### src/rtl/mul_div_pkg.sv
// rtl/mul_div_pkg.sv - shared width and FSM state encoding for the multiply/divide unit
//
// Purpose: constants and the state type used by mul_div_unit and booth_mult.
// Ports:   none (package).
package mul_div_pkg;

   localparam int MDU_WIDTH = 32;

   typedef enum logic [2:0] {
      IDLE    = 3'd0,
      MULT    = 3'd1,
      DIV     = 3'd2,
      DIV_FIX = 3'd3,
      DONE    = 3'd4
   } mduState_t;

endpackage

### src/rtl/booth_mult.sv
// rtl/booth_mult.sv - radix-2 Booth multiplier datapath, one step per clock
//
// Purpose: holds the Booth accumulator A, multiplier Q, the q-1 bit and the step
//          counter; the controlling FSM decides when to load and when to step.
// Ports:
//   clock, reset      rising-edge clock, synchronous active-high reset
//   load              latch multiplicand/multiplier, counter = WIDTH
//   step              perform one Booth add/sub + arithmetic right shift
//   multiplicand      signed operand (M)
//   multiplier        signed operand (Q)
//   last              current step is the final one (counter == 1)
//   product           2*WIDTH product as it will be after the current step
import mul_div_pkg::*;

module booth_mult #(
   parameter int WIDTH = MDU_WIDTH
) (
   input  logic               clock,
   input  logic               reset,
   input  logic               load,
   input  logic               step,
   input  logic [WIDTH-1:0]   multiplicand,
   input  logic [WIDTH-1:0]   multiplier,
   output logic               last,
   output logic [2*WIDTH-1:0] product
);

   localparam int CW = $clog2(WIDTH + 1);

   // A and M carry one extra sign bit so that subtracting M = -2^(WIDTH-1)
   // cannot overflow the accumulator.
   logic [WIDTH:0]   accA;
   logic [WIDTH:0]   regM;
   logic [WIDTH-1:0] regQ;
   logic             qm1;
   logic [CW-1:0]    count;

   logic [WIDTH:0]   sum;
   logic [WIDTH:0]   nextA;
   logic [WIDTH-1:0] nextQ;

   always_comb begin
      sum = accA;
      case ({regQ[0], qm1})
         2'b01:   sum = accA + regM;
         2'b10:   sum = accA - regM;
         default: sum = accA;
      endcase
      nextA = {sum[WIDTH], sum[WIDTH:1]};
      nextQ = {sum[0], regQ[WIDTH-1:1]};
   end

   // Exposing the post-step value lets the FSM load HI/LO in the same cycle
   // as the final step.
   assign product = {nextA[WIDTH-1:0], nextQ};
   assign last    = (count == CW'(1));

   always_ff @(posedge clock) begin
      if (reset) begin
         accA  <= '0;
         regM  <= '0;
         regQ  <= '0;
         qm1   <= 1'b0;
         count <= '0;
      end else if (load) begin
         accA  <= '0;
         regM  <= {multiplicand[WIDTH-1], multiplicand};
         regQ  <= multiplier;
         qm1   <= 1'b0;
         count <= CW'(WIDTH);
      end else if (step && (count != '0)) begin
         accA  <= nextA;
         regQ  <= nextQ;
         qm1   <= regQ[0];
         count <= count - CW'(1);
      end
   end

endmodule

### src/rtl/mul_div_unit.sv
// rtl/mul_div_unit.sv - iterative signed MULT/DIV unit feeding the HI/LO muxes
//
// Purpose: signed Booth multiply (WIDTH+1 cycles to done) and signed restoring
//          divide (WIDTH+2 cycles to done) with a divide-by-zero pulse.
// Ports:
//   clock, reset   rising-edge clock, synchronous active-high reset
//   start_mult     start signed multiply (IDLE only, wins over start_div)
//   start_div      start signed divide (IDLE only)
//   op_a, op_b     multiplicand/dividend, multiplier/divisor
//   hi_out         MULT: product high half; DIV: remainder
//   lo_out         MULT: product low half;  DIV: quotient
//   busy           high in MULT, DIV, DIV_FIX
//   done           one-cycle pulse, hi_out/lo_out valid from this cycle
//   div_zero       one-cycle pulse when a divide starts with op_b == 0
import mul_div_pkg::*;

module mul_div_unit #(
   parameter int WIDTH = MDU_WIDTH
) (
   input  logic             clock,
   input  logic             reset,
   input  logic             start_mult,
   input  logic             start_div,
   input  logic [WIDTH-1:0] op_a,
   input  logic [WIDTH-1:0] op_b,
   output logic [WIDTH-1:0] hi_out,
   output logic [WIDTH-1:0] lo_out,
   output logic             busy,
   output logic             done,
   output logic             div_zero
);

   localparam int CW = $clog2(WIDTH + 1);

   mduState_t        state;
   logic [CW-1:0]    divCount;
   logic [WIDTH:0]   remReg;
   logic [WIDTH:0]   divisorReg;
   logic [WIDTH-1:0] quoReg;
   logic             signA;
   logic             signB;

   logic               boothLoad;
   logic               boothStep;
   logic               boothLast;
   logic [2*WIDTH-1:0] boothProduct;

   assign boothLoad = (state == IDLE) && start_mult;
   assign boothStep = (state == MULT);

   booth_mult #(.WIDTH(WIDTH)) uBooth (
      .clock        (clock),
      .reset        (reset),
      .load         (boothLoad),
      .step         (boothStep),
      .multiplicand (op_a),
      .multiplier   (op_b),
      .last         (boothLast),
      .product      (boothProduct)
   );

   // Unsigned magnitudes; |-2^(WIDTH-1)| still fits as an unsigned WIDTH-bit value.
   logic [WIDTH-1:0] absA;
   logic [WIDTH-1:0] absB;
   assign absA = op_a[WIDTH-1] ? (~op_a + WIDTH'(1)) : op_a;
   assign absB = op_b[WIDTH-1] ? (~op_b + WIDTH'(1)) : op_b;

   // Restoring step: shift the next dividend bit into the partial remainder and
   // keep the difference only when it did not borrow.
   logic [WIDTH+1:0] shifted;
   logic [WIDTH+1:0] diff;
   logic             borrow;
   assign shifted = {remReg, quoReg[WIDTH-1]};
   assign diff    = shifted - {1'b0, divisorReg};
   assign borrow  = diff[WIDTH+1];

   // Quotient truncates toward zero; remainder follows the dividend's sign.
   logic [WIDTH-1:0] quoFixed;
   logic [WIDTH-1:0] remFixed;
   assign quoFixed = (signA ^ signB) ? (~quoReg + WIDTH'(1)) : quoReg;
   assign remFixed = signA ? (~remReg[WIDTH-1:0] + WIDTH'(1)) : remReg[WIDTH-1:0];

   always_ff @(posedge clock) begin
      if (reset) begin
         state      <= IDLE;
         divCount   <= '0;
         remReg     <= '0;
         divisorReg <= '0;
         quoReg     <= '0;
         signA      <= 1'b0;
         signB      <= 1'b0;
         hi_out     <= '0;
         lo_out     <= '0;
         busy       <= 1'b0;
         done       <= 1'b0;
         div_zero   <= 1'b0;
      end else begin
         done     <= 1'b0;
         div_zero <= 1'b0;
         case (state)
            IDLE: begin
               if (start_mult) begin
                  busy  <= 1'b1;
                  state <= MULT;
               end else if (start_div) begin
                  if (op_b == '0) begin
                     div_zero <= 1'b1;
                  end else begin
                     remReg     <= '0;
                     quoReg     <= absA;
                     divisorReg <= {1'b0, absB};
                     signA      <= op_a[WIDTH-1];
                     signB      <= op_b[WIDTH-1];
                     divCount   <= CW'(WIDTH);
                     busy       <= 1'b1;
                     state      <= DIV;
                  end
               end
            end
            MULT: begin
               if (boothLast) begin
                  hi_out <= boothProduct[2*WIDTH-1:WIDTH];
                  lo_out <= boothProduct[WIDTH-1:0];
                  busy   <= 1'b0;
                  done   <= 1'b1;
                  state  <= DONE;
               end
            end
            DIV: begin
               remReg   <= borrow ? shifted[WIDTH:0] : diff[WIDTH:0];
               quoReg   <= {quoReg[WIDTH-2:0], ~borrow};
               divCount <= divCount - CW'(1);
               if (divCount == CW'(1)) begin
                  state <= DIV_FIX;
               end
            end
            DIV_FIX: begin
               hi_out <= remFixed;
               lo_out <= quoFixed;
               busy   <= 1'b0;
               done   <= 1'b1;
               state  <= DONE;
            end
            DONE: begin
               state <= IDLE;
            end
            default: begin
               state <= IDLE;
            end
         endcase
      end
   end

endmodule
### config.mk
export PLATFORM = sky130hd
export DESIGN_NAME = mul_div_unit
export DESIGN_NICKNAME = d
export VERILOG_FILES = /design/src/rtl/mul_div_pkg.sv /design/src/rtl/booth_mult.sv /design/src/rtl/mul_div_unit.sv
export SDC_FILE = /design/constraint.sdc
export NUM_CORES = 1
export LEC_CHECK = 0
export CAP_MARGIN = 30
export CORE_ASPECT_RATIO = 1.2
export CORE_MARGIN = 4
export CORE_UTILIZATION = 38
export CTS_CLUSTER_SIZE = 8
export DETAILED_ROUTE_END_ITERATION = 10
export HOLD_SLACK_MARGIN = 0.1
export PLACE_DENSITY_LB_ADDON = 0.1
export SYNTH_ARGS = -nofsm -noshare
export SYNTH_HDL_FRONTEND = slang
export SYNTH_SLANG_ARGS = --single-unit
### constraint.sdc
create_clock -name clock -period 13.4 [get_ports clock]
set_clock_uncertainty 0.1 [all_clocks]
set_input_delay 2.01 -clock clock [delete_from_list [all_inputs] [get_ports clock]]
set_output_delay 2.01 -clock clock [all_outputs]
set_load 0.005 [all_outputs]
==> results by group <==
Outcome
  • Run status: finished clean

Critical path
  • Critical-path top delay cell: or4_1
  • CP startpoint kind: primary input
  • Crit-path max cell delay: 730 ps
  • Critical path class: in2reg
  • Arr. time, crit path: 5740 ps
  • Crit path top cell by count: or4_4
  • Worst r2r path cells: 15
  • Worst EP required: approximately 14,000 ps
  • R2R Setup Slk: 8080 ps
  • CP endpoint kind: register
  • CP max FO: 52
  • CP cell instances: clkdlybuf4s50_1, or4_4, or3_4, or4_4, or4_1, a21oi_4, nand2b_2, buf_12, a211oi_1, a21oi_1, nor2_1
  • RR Endpoint: hi_out[29]
  • Worst R2R Start: uBooth.regM[5]

Detailed routing
  • Vias: roughly 18,000
  • Routed met3 length: between 2000 and 3000 um
  • DRT met1 WL: about 29,000 um
  • Avg Vias per Cell: around 5.6
  • Pre-antenna DRT Iters: 6
  • Post-route ant nets: 0
  • Routed WL: 63,000 um
  • Routed WL per cell: slightly above 20 um
  • Highest Signal Layer: met4
  • Routed wl met2: around 30,000 um
  • DRC: 0
  • Initial DRC Count: 1,224

Global routing
  • GRT Util Overall: a little under a quarter
  • Number of global-route vias before repair: 16,500
  • First-pass GRT wire length: approximately 97,000 um
  • GR Overflow Total: 0
  • Pin count of the biggest net entering global routing: roughly 100
  • Initial antenna violation count: 1

Job
  • MaxCap Viol Count: 0

Clock network
  • Post-CTS Setup Bufs: 0
  • H-tree Lvls: 2
  • CTS clk-pin slew, worst paths: ~60 ps
  • Clock latency on the worst-skew pair: around 550 ps
  • CTS resizes: 0
  • Sink Count: roughly 280
  • Hold Buf Count CTS: 0
  • CTS Root Cell: clkbuf_16
  • CTS max path bufs: 3
  • Cts bufs inserted: 41
  • TritonCTS clock tree: done

Layout
  • Fillers: ~4,800
  • Layout cell share with drive strength beyond 1: roughly 4.6%
  • Final net count: approximately 2,600
  • Reg area: approximately 0.0056 mm^2
  • Synth-to-Final Area Change: 16.2%
  • Fin util: between 40 and 50%
  • Area of the multi-input gates: approximately 0.012 mm^2
  • Finished Layout Cells: ~3,100

Synthesis
  • Synth top area share: a little over 30%
  • Post-Synthesis Cell Area: 0.0181 mm^2
  • EDFF count, synth: 0
  • Ranking of synthesized cells by area: dfxtp_1 (31%), a21oi_1 (7.1%), nand2_1 (6.8%)
  • Post-synth top area cell: dfxtp_1
  • Register bit count reported by yosys: between 200 and 300
  • Asr flop ratio synth: 0%
  • Post-synth net total: between 2,000 and 3,000
  • Synth warn: 0
  • List of most frequent post-synthesis cells: nand2_1 (330), nor2_1 (281), dfxtp_1 (278)
  • Top-count cell post-synth: nand2_1
  • Post-synthesis sequential area ratio: a little under a third
  • Ys flop type: dfxtp_1
  • Synth cell types: 80
  • Avg Cell Area, Syn: 7.49 um^2
  • Synth Instances: approximately 2,400

Timing
  • Setup TNS: 0 ps
  • Max-slew violations: 0
  • Worst slew pin tran: 961 ps
  • Unrepaired setup endpoints after global routing: false
  • Slew margin rel.: approximately a third
  • Fin Hold WS: 354 ps
  • Crit share post-route: 40.5%
  • Fmax: ~0.18 GHz
  • Crit path time final: 5430 ps
  • Final Hold Viols: 0
  • Setup Viol. Count Final: 0

Power and ir drop
  • Pwr dens: 125 mW/mm^2
  • Pint: about 1.7 mW
  • Clock group share of total power: 35.3%
  • Switching Power: between 0.9 and 1 mW
  • Combinational share of power: 29.1%
  • Maximum VDD drop: just under 0.00009 V
  • Total power draw: around 2.6 mW
  • Switching share of power: about a third
  • Leakage: slightly below 8 nW
  • Share of power burned in registers: between 30% and 40%

Min path
  • Worst hold start: lo_out[6]
  • Hold depth: 2
  • Hold WC Path Type: reg2reg
  • Hold Crit Endpoint: lo_out[6]

Floorplanning
  • Starting Density: about two fifths
  • Die Y-Extent: between 200 and 250 um
  • Die W: ~210 um
  • Core area: approximately 0.047 mm^2
  • Ports: 135
  • Die Area: approximately 0.05 mm^2
  • Row count: a little under 90

Placed design
  • PortBufs: between 100 and 150
  • Dpl cells: between 3,000 and 4,000
  • Detailed Place HPWL: 47,700 um
  • Placer Congestion: between 0.8 and 0.9
-- per-layer routing --
| layer | GRT usage (%) | vias up |
|---|---|---|
| met4 | 8.89 | 0 |
| met5 | 0 | - |
| met3 | 2.98 | 93 |
| li1 | - | 8712 |
| met1 | 31.4 | 8324 |
| met2 | 39.0 | 406 |
-- logic make-up (layout without fill, tap and decap cells) --
group,count (synthesis),count (layout),synth area share [%]
AO/OA/AOI/OAI,746,746,26.1
buffers and inverters,229,286,5.08
adder cells (fa/ha/maj),76,76,5.33
AND/OR/NAND/NOR,848,848,20.6
XOR/XNOR,207,207,10.0
flip-flops,278,278,30.7
multiplexers,39,39,2.17
other,0,2,0
-- power groups by stage --
| stage | clock network (mW) | logic [mW] | registers [mW] |
|---|---|---|---|
| global route | 0.987 | 0.852 | 0.945 |
| detailed placement | 0 | 0.763 | 0.954 |
| finish | 0.932 | 0.767 | 0.939 |
| global placement | 0 | 0.750 | 0.954 |
| floorplan | 0 | 0.563 | 0.929 |
| CTS | 0.957 | 0.766 | 0.938 |
-- layout by cell type (no fill, tap or decap), types with 9 or more instances in the layout --
cell type,count
a31oi_1,19
or2_2,11
o211ai_1,10
nor2b_1,12
nor3_1,64
or4_1,16
xnor2_1,122
nor2_1,278
or3_1,20
mux2i_1,37
clkdlybuf4s50_1,133
inv_1,71
o22ai_1,12
and2_1,9
nand2_1,330
o41ai_1,18
nor4_1,18
o21ai_0,144
dfxtp_1,278
o221ai_1,25
nand3_1,23
buf_4,26
o31ai_1,36
ha_1,74
a211oi_1,89
clkbuf_16,43
nand4_1,11
a21o_1,36
o21a_1,13
a21oi_1,258
xor2_1,85
nand2b_1,18
-- cell type report --
| class | count | area share, % |
|---|---|---|
| Multi-Input combinational cell | 1916 | 55.5 |
| Sequential cell | 278 | 26.4 |
| Timing Repair Buffer | 165 | 7.90 |
| Clock buffer | 46 | 5.06 |
| Tap cell | 623 | 3.70 |
| Inverter | 73 | 1.30 |
| Clock inverter | 2 | 0.119 |
| Antenna cell | 2 | 0.0238 |
-- registers in the layout, summed over array words and instances (netlist names), 32 cells and up --
name	cells
uBooth.regM	32
uBooth.accA	32
lo_out	32
quoReg	32
divisorReg	32
remReg	33
hi_out	32
uBooth.regQ	32
-- through the flow --
| stage | instance area (um^2) | worst slack (ps) |
|---|---|---|
| 2_1_floorplan | 18100 | 8470 |
| 3_3_place_gp | 19800 | 7040 |
| 3_5_place_dp | 19900 | 7450 |
| 4_1_cts | 21000 | 8010 |
| 5_1_grt | 21100 | 7660 |
| 6_report | 21100 | 7970 |
-- worst max path at each step --
stage	start	to	slack (ps)	depth (start not counted)
after floorplan	op_b[21]	quoReg[10]	8470	12
after global placement	op_b[20]	divCount[4]	7040	10
after detailed placement	op_b[20]	quoReg[4]	7450	11
after CTS	uBooth.regM[5]	hi_out[31]	8010	15
after global routing	uBooth.regM[5]	uBooth.accA[31]	7660	15
final	op_b[20]	quoReg[4]	7970	11
-- critical path: cells and delay by family --
family / cells / cell delay (ps)
AND/OR/NAND/NOR: 6 / 2510
buffers and inverters: 2 / 750
AO/OA/AOI/OAI: 3 / 440
(Power assumes the default switching activity.)
